<file path="src/rtl/seg_scan_ctrl_if.sv">
// Display-side bus for the six-digit seven-segment scan controller.
// The master supplies the enable and the display word. The slave (the
// scanner) drives the digit select, the segment pattern and the load pulse.
interface seg_scan_ctrl_if;
  logic        en;
  logic [23:0] data;
  logic        data_vld;
  logic [5:0]  dp_en;
  logic        blank_lz;
  logic [2:0]  bit_disp;
  logic [7:0]  seg_led;
  logic        load_ack;

  modport master (
    output en, data, data_vld, dp_en, blank_lz,
    input  bit_disp, seg_led, load_ack
  );

  modport slave (
    input  en, data, data_vld, dp_en, blank_lz,
    output bit_disp, seg_led, load_ack
  );
endinterface

</file>
<file path="src/rtl/seg_scan_ctrl.sv">
// Six-digit multiplexed seven-segment scanner.
// Each digit owns a slot of SCAN_DIV cycles. The first DEAD_CYC cycles of a
// slot are blanked to avoid ghosting while the digit drivers switch.
// A new display word waits in a pending register and is committed to the
// shadow register only at a frame boundary, or while the scanner is idle,
// so a frame never shows a mix of two words.
module seg_scan_ctrl #(
  parameter int SCAN_DIV = 50000,
  parameter int DEAD_CYC = 500
) (
  input  logic          clk,
  input  logic          rst_n,
  seg_scan_ctrl_if.slave bus
);

  typedef enum logic [1:0] {IDLE, DEAD, SHOW} state_t;

  localparam logic [15:0] SLOT_LAST = 16'(SCAN_DIV - 1);
  localparam logic [15:0] DEAD_LAST = 16'(DEAD_CYC - 1);

  state_t      r_state, w_state_nxt;
  logic [2:0]  r_digit, w_digit_nxt;
  logic [15:0] r_slot,  w_slot_nxt;

  logic [23:0] r_sh_data, r_pd_data, w_sh_data_nxt;
  logic [5:0]  r_sh_dp,   r_pd_dp,   w_sh_dp_nxt;
  logic        r_sh_lz,   r_pd_lz,   w_sh_lz_nxt;
  logic        r_pd_flag;

  logic [2:0]  r_bit_disp, w_bit_nxt;
  logic [7:0]  r_seg_led,  w_seg_nxt;
  logic        r_load_ack;

  logic        w_boundary, w_bnd_apply, w_idle_apply, w_apply, w_blank;

  // Active-low segment pattern (g..a) for one hex nibble.
  function automatic logic [6:0] hex2seg(input logic [3:0] h);
    logic [6:0] s;
    case (h)
      4'h0: s = 7'h40;  4'h1: s = 7'h79;  4'h2: s = 7'h24;  4'h3: s = 7'h30;
      4'h4: s = 7'h19;  4'h5: s = 7'h12;  4'h6: s = 7'h02;  4'h7: s = 7'h78;
      4'h8: s = 7'h00;  4'h9: s = 7'h10;  4'hA: s = 7'h08;  4'hB: s = 7'h03;
      4'hC: s = 7'h46;  4'hD: s = 7'h21;  4'hE: s = 7'h06;  default: s = 7'h0E;
    endcase
    return s;
  endfunction

  // A digit is a suppressed leading zero when it and every more-significant
  // digit are zero. Digit 0 always shows so that a value of 0 stays visible.
  function automatic logic lz_blank(input logic [23:0] d, input logic [2:0] k,
                                    input logic lz);
    logic [23:0] upper;
    upper = d >> {k, 2'b00};
    return lz && (k != 3'd0) && (upper == 24'd0);
  endfunction

  // Word commit points: the last cycle of digit 5 (a strobe in that same
  // cycle wins over the pending word), or any idle cycle with a word pending.
  always_comb begin
    w_boundary    = (r_state == SHOW) && (r_digit == 3'd5) && (r_slot == SLOT_LAST);
    w_bnd_apply   = w_boundary && (r_pd_flag || bus.data_vld);
    w_idle_apply  = (r_state == IDLE) && r_pd_flag;
    w_apply       = w_bnd_apply || w_idle_apply;
    w_sh_data_nxt = r_sh_data;
    w_sh_dp_nxt   = r_sh_dp;
    w_sh_lz_nxt   = r_sh_lz;
    if (w_bnd_apply && bus.data_vld) begin
      w_sh_data_nxt = bus.data;
      w_sh_dp_nxt   = bus.dp_en;
      w_sh_lz_nxt   = bus.blank_lz;
    end else if (w_apply) begin
      w_sh_data_nxt = r_pd_data;
      w_sh_dp_nxt   = r_pd_dp;
      w_sh_lz_nxt   = r_pd_lz;
    end
  end

  // Next-state logic for the scan FSM and its digit and slot counters.
  always_comb begin
    w_state_nxt = r_state;
    w_digit_nxt = r_digit;
    w_slot_nxt  = r_slot;
    case (r_state)
      IDLE: begin
        w_state_nxt = DEAD;
        w_digit_nxt = 3'd0;
        w_slot_nxt  = 16'd0;
      end
      DEAD: begin
        w_slot_nxt = r_slot + 16'd1;
        if (r_slot == DEAD_LAST) w_state_nxt = SHOW;
      end
      SHOW: begin
        if (r_slot == SLOT_LAST) begin
          w_slot_nxt  = 16'd0;
          w_digit_nxt = (r_digit == 3'd5) ? 3'd0 : r_digit + 3'd1;
          w_state_nxt = DEAD;
        end else begin
          w_slot_nxt = r_slot + 16'd1;
        end
      end
      default: w_state_nxt = IDLE;
    endcase
    if (!bus.en) begin
      w_state_nxt = IDLE;
      w_digit_nxt = 3'd0;
      w_slot_nxt  = 16'd0;
    end
  end

  // Outputs are computed from the next state, digit and shadow, then
  // registered, so they change on the same edge as the FSM.
  always_comb begin
    w_bit_nxt = 3'b111;
    w_seg_nxt = 8'hFF;
    w_blank   = lz_blank(w_sh_data_nxt, w_digit_nxt, w_sh_lz_nxt);
    if (w_state_nxt == SHOW) begin
      w_bit_nxt = w_digit_nxt;
      w_seg_nxt = {~w_sh_dp_nxt[w_digit_nxt],
                   w_blank ? 7'h7F : hex2seg(w_sh_data_nxt[{w_digit_nxt, 2'b00} +: 4])};
    end
  end

  // FSM, counters and registered display outputs.
  always_ff @(posedge clk or negedge rst_n) begin
    if (!rst_n) begin
      r_state    <= IDLE;
      r_digit    <= 3'd0;
      r_slot     <= 16'd0;
      r_bit_disp <= 3'b111;
      r_seg_led  <= 8'hFF;
      r_load_ack <= 1'b0;
    end else begin
      r_state    <= w_state_nxt;
      r_digit    <= w_digit_nxt;
      r_slot     <= w_slot_nxt;
      r_bit_disp <= w_bit_nxt;
      r_seg_led  <= w_seg_nxt;
      r_load_ack <= w_apply;
    end
  end

  // Pending and shadow word registers; the latest strobe overwrites pending.
  always_ff @(posedge clk or negedge rst_n) begin
    if (!rst_n) begin
      r_sh_data <= 24'd0;
      r_sh_dp   <= 6'd0;
      r_sh_lz   <= 1'b0;
      r_pd_data <= 24'd0;
      r_pd_dp   <= 6'd0;
      r_pd_lz   <= 1'b0;
      r_pd_flag <= 1'b0;
    end else begin
      r_sh_data <= w_sh_data_nxt;
      r_sh_dp   <= w_sh_dp_nxt;
      r_sh_lz   <= w_sh_lz_nxt;
      if (w_bnd_apply) begin
        r_pd_flag <= 1'b0;
      end else if (bus.data_vld) begin
        r_pd_data <= bus.data;
        r_pd_dp   <= bus.dp_en;
        r_pd_lz   <= bus.blank_lz;
        r_pd_flag <= 1'b1;
      end else if (w_idle_apply) begin
        r_pd_flag <= 1'b0;
      end
    end
  end

  assign bus.bit_disp = r_bit_disp;
  assign bus.seg_led  = r_seg_led;
  assign bus.load_ack = r_load_ack;

endmodule

</file>
<file path="src/flat_wrapper.sv">
// flat-port wrapper written by rule: the top's interface ports become plain ports
module seg_scan_ctrl_flat 
#(
  parameter int SCAN_DIV = 50000,
  parameter int DEAD_CYC = 500
)
  (clk, rst_n, bus_en, bus_data, bus_data_vld, bus_dp_en, bus_blank_lz, bus_bit_disp, bus_seg_led, bus_load_ack);
  seg_scan_ctrl_if bus_i ();
  input  logic clk;
  input  logic rst_n;
  input wire logic [$bits(bus_i.en)-1:0] bus_en;
  input wire logic [$bits(bus_i.data)-1:0] bus_data;
  input wire logic [$bits(bus_i.data_vld)-1:0] bus_data_vld;
  input wire logic [$bits(bus_i.dp_en)-1:0] bus_dp_en;
  input wire logic [$bits(bus_i.blank_lz)-1:0] bus_blank_lz;
  output wire logic [$bits(bus_i.bit_disp)-1:0] bus_bit_disp;
  output wire logic [$bits(bus_i.seg_led)-1:0] bus_seg_led;
  output wire logic [$bits(bus_i.load_ack)-1:0] bus_load_ack;
  assign bus_i.en = bus_en;
  assign bus_i.data = bus_data;
  assign bus_i.data_vld = bus_data_vld;
  assign bus_i.dp_en = bus_dp_en;
  assign bus_i.blank_lz = bus_blank_lz;
  assign bus_bit_disp = bus_i.bit_disp;
  assign bus_seg_led = bus_i.seg_led;
  assign bus_load_ack = bus_i.load_ack;
  seg_scan_ctrl #(.SCAN_DIV(SCAN_DIV), .DEAD_CYC(DEAD_CYC)) u_core (.clk(clk), .rst_n(rst_n), .bus(bus_i));
endmodule
</file>
<file path="config.mk">
export PLATFORM = sky130hd
export DESIGN_NAME = seg_scan_ctrl_flat
export DESIGN_NICKNAME = d
export VERILOG_FILES = /design/src/rtl/seg_scan_ctrl_if.sv /design/src/rtl/seg_scan_ctrl.sv /design/src/flat_wrapper.sv
export SDC_FILE = /design/constraint.sdc
export NUM_CORES = 1
export LEC_CHECK = 0
export BUFFER_PORTS_ARGS = -buffer_cell sky130_fd_sc_hd__buf_2
export CAP_MARGIN = 20
export CORE_ASPECT_RATIO = 1.25
export CORE_MARGIN = 2
export CORE_UTILIZATION = 29
export CTS_BUF_LIST = sky130_fd_sc_hd__clkbuf_4 sky130_fd_sc_hd__clkbuf_8 sky130_fd_sc_hd__clkbuf_16
export DETAILED_ROUTE_END_ITERATION = 16
export PLACE_DENSITY = 0.44
export SLEW_MARGIN = 20
export SYNTH_ARGS = -nofsm -noshare
export SYNTH_HDL_FRONTEND = slang
export SYNTH_SLANG_ARGS = --single-unit
export TNS_END_PERCENT = 10
</file>
<file path="constraint.sdc">
create_clock -name clk -period 3.4 [get_ports clk]
set_input_delay 0.34 -clock clk [delete_from_list [all_inputs] [get_ports clk]]
set_output_delay 0.34 -clock clk [all_outputs]
set_load 0.02 [all_outputs]
</file>
==> results of run 1 <==
==> cell families after synthesis <==
logic type                 Yosys count  synth area share
muxes                               56             0.123
and+or+nand+nor                    164             0.171
xor gates and xnor gates             8            0.0141
buffers and inverters               35            0.0333
DFF                                 96             0.487
AOI/OAI and AO/OA                  102             0.146
adders and majority gates           10            0.0252
==> sequential cells by signal, summed over array words and instances, names as in the netlist <==
signal	count
u_core.r_pd_data	24
u_core.bus.bit_disp	3
u_core.r_sh_lz	1
u_core.bus.load_ack	1
u_core.r_sh_data	24
u_core.r_sh_dp	6
u_core.r_pd_flag	1
u_core.r_pd_dp	6
u_core.r_pd_lz	1
u_core.r_state	2
u_core.r_slot	16
u_core.r_digit	3
u_core.bus.seg_led	8
==> metrics by stage <==
| stage | std cells | power [W] | TNS [ns] | instance area [um^2] | setup slack [ns] |
|---|---|---|---|---|---|
| after floorplan | 471 | 0.00167 | -1.15 | 5050 | -0.173 |
| after global placement | 810 | 0.00193 | -1.45 | 6180 | -0.218 |
| after detailed placement | 810 | 0.00194 | -1.76 | 6180 | -0.272 |
| after CTS | 829 | 0.00303 | -0.379 | 6540 | -0.0672 |
| after global routing | 835 | 0.00316 | -1.49 | 6630 | -0.240 |
| final | 835 | 0.00300 | -0.552 | 6630 | -0.0924 |
==> critical path, delay by kind of cell, from the launching register on <==
| kind | cells | cell delay (ns) |
|---|---|---|
| compound gates | 6 | 1.44 |
| simple gates | 4 | 1.24 |
| flops | 1 | 0.38 |
| buf+inv | 2 | 0.33 |
==> metal layers <==
| metal | up-vias | GRT usage | wire length (um) |
|---|---|---|---|
| met3 | 17 | 0.0330 | 400 |
| met1 | 1978 | 0.195 | 6060 |
| met4 | 2 | 0.0640 | 275 |
| met5 | - | 0 | 13 |
| li1 | 1971 | - | - |
| met2 | 51 | 0.281 | 6980 |
==> area by class of cell <==
class / count / area (um^2) / area share
Clock buffer: 10 / 239 / 0.0360
Clock inverter: 6 / 66.3 / 0.0100
Inverter: 16 / 71.3 / 0.0108
Multi-Input combinational cell: 340 / 2530 / 0.382
Sequential cell: 96 / 2420 / 0.364
Tap cell: 220 / 275 / 0.0415
Timing Repair Buffer: 147 / 1030 / 0.156
==> power by group through the flow <==
stage / logic, W / registers, W / clock network (W)
6_report: 0.000640 / 0.00130 / 0.00105
5_1_grt: 0.000708 / 0.00132 / 0.00114
4_1_cts: 0.000635 / 0.00130 / 0.00109
3_5_place_dp: 0.000619 / 0.00132 / 0
3_3_place_gp: 0.000611 / 0.00132 / 0
2_1_floorplan: 0.000357 / 0.00131 / 0
==> cells in the final DEF, fill, tap and decap left out, drive strengths merged, types with 2 or more instances in the layout <==
| cell | synthesis | routed |
|---|---|---|
| nand4 | 2 | 2 |
| nor3 | 5 | 5 |
| and2 | 2 | 2 |
| clkinvlp | 0 | 4 |
| buf | 9 | 147 |
| o21a | 5 | 5 |
| ha | 10 | 10 |
| a22o | 2 | 2 |
| or4 | 4 | 4 |
| a22oi | 5 | 5 |
| nand2b | 3 | 3 |
| o21ai | 24 | 24 |
| a211oi | 4 | 4 |
| mux2i | 23 | 23 |
| o211a | 3 | 3 |
| nand4b | 2 | 2 |
| clkbuf | 10 | 10 |
| and3 | 5 | 5 |
| dfrtp | 85 | 85 |
| a21oi | 39 | 39 |
| nand3 | 18 | 18 |
| nor2 | 56 | 56 |
| mux2 | 32 | 32 |
| o221ai | 4 | 4 |
| inv | 16 | 16 |
| or3 | 3 | 3 |
| nor2b | 5 | 5 |
| nand2 | 43 | 43 |
| nor4 | 8 | 8 |
| nor4b | 2 | 2 |
| dfstp | 11 | 11 |
| o2bb2ai | 2 | 2 |
| xor2 | 5 | 5 |
| xnor2 | 3 | 3 |
==> path summary, 6_finish.rpt <==
path                                                 start                               to  slack (ns)  cells past startpoint
max                           u_core.r_slot[4]$_DFFE_PN0P_  u_core.bus.seg_led[2]$_DFF_PN1_       -0.09                     12
min                                                  rst_n  u_core.r_pd_data[3]$_DFFE_PN0P_        0.06                      1
max reg2reg                   u_core.r_slot[4]$_DFFE_PN0P_  u_core.bus.seg_led[2]$_DFF_PN1_       -0.09                     12
min reg2reg                u_core.r_pd_data[7]$_DFFE_PN0P_  u_core.r_pd_data[7]$_DFFE_PN0P_        0.50                      1
max in group asynchronous                            rst_n  u_core.bus.seg_led[7]$_DFF_PN1_        2.58                      2
min in group clk                               bus_data[2]  u_core.r_pd_data[2]$_DFFE_PN0P_        0.23                      2
==> what timing repair did <==
action | 4_1_cts | 5_1_grt
setup endpoints to repair | 7 | 7
setup buffers | 3 | 6
gates resized for setup | 11 | 9
pin swaps | 6 | 7
==> results.ini, run 1 <==
[worst_setup_path]
worstPathCellList = or4b_4 -> or3_4 -> buf_4 -> o21a_1 -> o21a_1 -> buf_4 -> nor2b_1 -> a2111oi_4 -> a31o_4 -> nand2b_4 -> o31a_4 -> o221ai_1
cp.required_ns = 3.67
start_kind = flop
crit_type = flop to flop
worstPathMaxFanout = 11
end_kind = flop
critPathSlowestCell = or4b_4
arrival_ns = 3.76
slowest_delay_ns = 0.58

[synth]
ys_top_cells_by_count = dfrtp_1 (85), nor2_1 (54), nand2_1 (43)
async_flop_share = 1.00
synth.yosys.seq_area_share = 0.487
syn_avg_cell_area_um2 = 10.5
synth_edf_count = 0
yosysTopAreaCellShare = 0.428
ys_types = 70
synth_top_area_cell = dfrtp_1
synthTopCellsByArea = dfrtp_1 (43%), mux2_2 (7.3%), dfstp_2 (5.8%)
yosys_register_bits = 96
synth_most_common_cell = dfrtp_1
synthesis.nets = 516
syn-cell-area_um2 = 4960
synth_top_flop_cell = dfrtp_1
synth.yosys.warnings = 0
syn_inst = 471

[power]
p_sw_frac = 0.279
power.internal_w = 0.00216
seq_power_share = 0.435
p_switching_w = 0.000838
ir_drop_uv = 216
p_clk_frac = 0.352
power_frac_comb = 0.213
power_density_nw_per_um2 = 452
p_leak_nw = 2.96

[global_route]
grt_usage = 0.162
grt_pass1_vias = 4258
grt_max_degree = 58
antenna_found_initial = 1
grt_overflow = 0
grt_pass1_wl_um = 22500

[clocking]
cts_root_buf = clkbuf_16
clk_pin_slew_ns = 0.07
cts_buffers = 9
cts_hold_buffers = 0
cts_num_sinks = 96
h-tree-depth = 3
clock_latency_ns = 0.35
cts_tree = built
clock_path_buffers = 2

[route]
wl_um = 13700
first_iter_violations = 142
drtPass1Iterations = 4
vias = 4019
drtAntennaViolNets = 0
post_drt_via_cell_ratio = 4.81
drc = 0
wire_per_inst_um = 16.5

[job]
cap_violations = 0

[sta]
hold_violations = 0
period_needed_ns = 3.49
fin_ws_ns = -0.0924
fmax_mhz = 286
setup_violations = 7
min_period_over_period = 1.03
fin_hold_ws_ns = 0.0630
relSlewSlack = 0.474
rsz0062_at_grt = yes
finalMaxSlewViolations = 0
worst_pin_slew_ns = 0.789
clock_skew_ns = 0.00746

[status]
status = complete, but fails checks
violations = setup timing

[cells_and_area]
diodes = 0
utilization = 0.395
nets = 655
drive_above_1_share = 0.416
n_fill_cell = 1661
area_delta_synth_final_pct = 33.6

[min_path]
min_path_type = primary input to async pin

[floorplanning]
die_x_um = 121
die_y_um = 150
start_util = 0.296
die_area_um2 = 18200
core_area_um2 = 16800
io_pins = 47
rows = 53

[place]
io_buffer_count = 46
dp_hpwl_um = 10200
place_congestion = 0.854

(Power assumes the default switching activity.)
==> run 2: changes to the inputs <==
CORE_UTILIZATION = 35   (was 29)
PLACE_DENSITY = 0.52   (was 0.44)
==> run 2 against run 1 <==
The run still ends with setup timing left. Clock skew is 0.0036 ns higher. Setup slack worse by 0.12 ns. Register-to-register slack worse by 0.12 ns. Via count up 2.2%. Core utilization rose by 10 points. Sequential power about the same. First-iteration DRC count grew 36%. Sequential cell count unchanged. Sequential share of layout area is 1.4 points lower. Global-route usage grew 2.3 points. Largest cell class unchanged.
==> results.ini, run 2 (synthesis gave the netlist of run 1 again) <==
[cells_and_area]
n_fill_cell = 1286
utilization = 0.499
drive_above_1_share = 0.451
mostFrequentLayoutCells = buf_4 (112), dfrtp_1 (85), nor2_1 (54)
nets = 681
largest_registers = u_core.r_pd_data x24, u_core.r_sh_data x24, u_core.r_slot x16
diodes = 0
area_delta_synth_final_pct = 38.9
postLayoutCellArea_um2 = 6900
layout_commonest_cell = buf_4

[global_route]
antenna_found_initial = 0
grt_pass1_vias = 4377
grt_usage = 0.185
grt_overflow = 0
grt_max_degree = 54
grt_pass1_wl_um = 22100

[sta]
rsz0062_at_grt = yes
period_needed_ns = 3.61
clock_skew_ns = 0.0111
relSlewSlack = 0.508
min_period_over_period = 1.06
fmax_mhz = 277
worst_pin_slew_ns = 0.738
hold_violations = 0
setup_violations = 8
setup_tns_ns = -1.41
finalMaxSlewViolations = 0
fin_ws_ns = -0.211

[clocking]
cts_num_sinks = 96
clock_path_buffers = 2
cts_root_buf = clkbuf_16
clock_latency_ns = 0.35
cts_buffers = 9
clk_pin_slew_ns = 0.07
h-tree-depth = 3
cts_tree = built

[power]
p_leak_nw = 3.14
power_w = 0.00319
seq_power_share = 0.411
ir_drop_uv = 268
p_sw_frac = 0.274
p_switching_w = 0.000874
power.internal_w = 0.00232
power_frac_comb = 0.242
power_density_nw_per_um2 = 463
p_clk_frac = 0.347

[route]
wl_um = 13600
post_drt_via_cell_ratio = 5.04
drc = 0
drtPass1Iterations = 4
wire_per_inst_um = 16.7
first_iter_violations = 193
drtAntennaViolNets = 0
vias = 4109

[worst_setup_path]
regToRegEndpoint = u_core.bus.seg_led[4]$_DFF_PN1_
arrival_ns = 3.88
setup.worst_path.end = u_core.bus.seg_led[4]$_DFF_PN1_
start_kind = flop
r2r_start = u_core.r_slot[5]$_DFFE_PN0P_
rrSetupSlack_ns = -0.21
reg2reg_depth = 15
cp.required_ns = 3.67
end_kind = flop
crit_type = flop to flop
crit_start = u_core.r_slot[5]$_DFFE_PN0P_
worstPathMaxFanout = 7

[min_path]
min_path_type = primary input to async pin

[job]
cap_violations = 0

[status]
status = complete, but fails checks
violations = setup timing

[place]
placedInstanceArea_um2 = 6180
place_congestion = 0.831
dp_hpwl_um = 9920
io_buffer_count = 46
post-place-ws_ns = -0.284

[floorplanning]
io_pins = 47
rows = 48
start_util = 0.359
die_y_um = 137
core_area_um2 = 13800
die_area_um2 = 15200
die_x_um = 111

## run 2: changes by cell type in the layout (fill, tap and decap cells not counted), sizes merged
| cell | change |
|---|---|
| buf | +25 |
| clkinvlp | -3 |
| inv | +2 |
| bufbuf | +1 |
| bufinv | +1 |
## run 2: cell type report
class                           count  area (um^2)  area share
Inverter                           16         65.1     0.00943
Tap cell                          175          219      0.0317
Sequential cell                    96         2420       0.350
Timing Repair Buffer              173         1280       0.186
Clock buffer                       10          233      0.0337
Clock inverter                      6         90.1      0.0131
Multi-Input combinational cell    340         2590       0.375
## run 2: stage by stage
step,hold WS (ns),std cells
final,0.0400,816
after global routing,0.101,816
after CTS,0.0795,809
after detailed placement,0.459,774
after global placement,0.449,774
after floorplan,0.0444,471
## run 2: how the worst min path moves through the flow
stage / slack, ns / cells after the start / start / to
2_1_floorplan: 0.04 / 0 / rst_n / u_core.bus.load_ack$_DFF_PN0_
3_3_place_gp: 0.45 / 1 / rst_n / u_core.r_slot[14]$_DFFE_PN0P_
3_5_place_dp: 0.46 / 1 / rst_n / u_core.r_sh_data[11]$_DFF_PN0_
4_1_cts: 0.08 / 1 / rst_n / u_core.r_sh_data[11]$_DFF_PN0_
5_1_grt: 0.10 / 1 / rst_n / u_core.r_sh_data[11]$_DFF_PN0_
6_report: 0.04 / 1 / rst_n / u_core.r_sh_data[11]$_DFF_PN0_
## run 2: layer usage
metal | GRT usage | vias to the layer above | wire length, um
met5 | 0 | - | 0
met4 | 0.0674 | 0 | 251
met3 | 0.0407 | 17 | 379
met2 | 0.338 | 40 | 7220
met1 | 0.213 | 2038 | 5740
li1 | - | 2014 | -
## run 2: repair_timing
action	CTS	global route
resized for setup	17	25
setup buffers	18	7
pin swaps	12	10
gates cloned	1	0
endpoints found under the setup margin	7	8
hold endpoints to repair	0	0
hold buffers	0	0
## run 2: power groups by stage
stage	clock, W	sequential (W)	combinational [W]
floorplan	0	0.00131	0.000357
global placement	0	0.00132	0.000609
detailed placement	0	0.00133	0.000620
CTS	0.00114	0.00131	0.000710
global route	0.00119	0.00132	0.000839
finish	0.00111	0.00131	0.000773
## run 2: worst max-delay path: stages (launching register included)
cell and delay, ns:
dfrtp_1 0.38, or4b_4 0.55, buf_6 0.14, nor4_4 0.36, a21boi_4 0.17, buf_12 0.18, mux2i_4 0.16, a21oi_2 0.09
mux2i_1 0.19, o311ai_2 0.11, a21oi_2 0.19, ha_4 0.16, nand2_2 0.04, a311o_1 0.31, o31a_4 0.40, o221ai_2 0.08
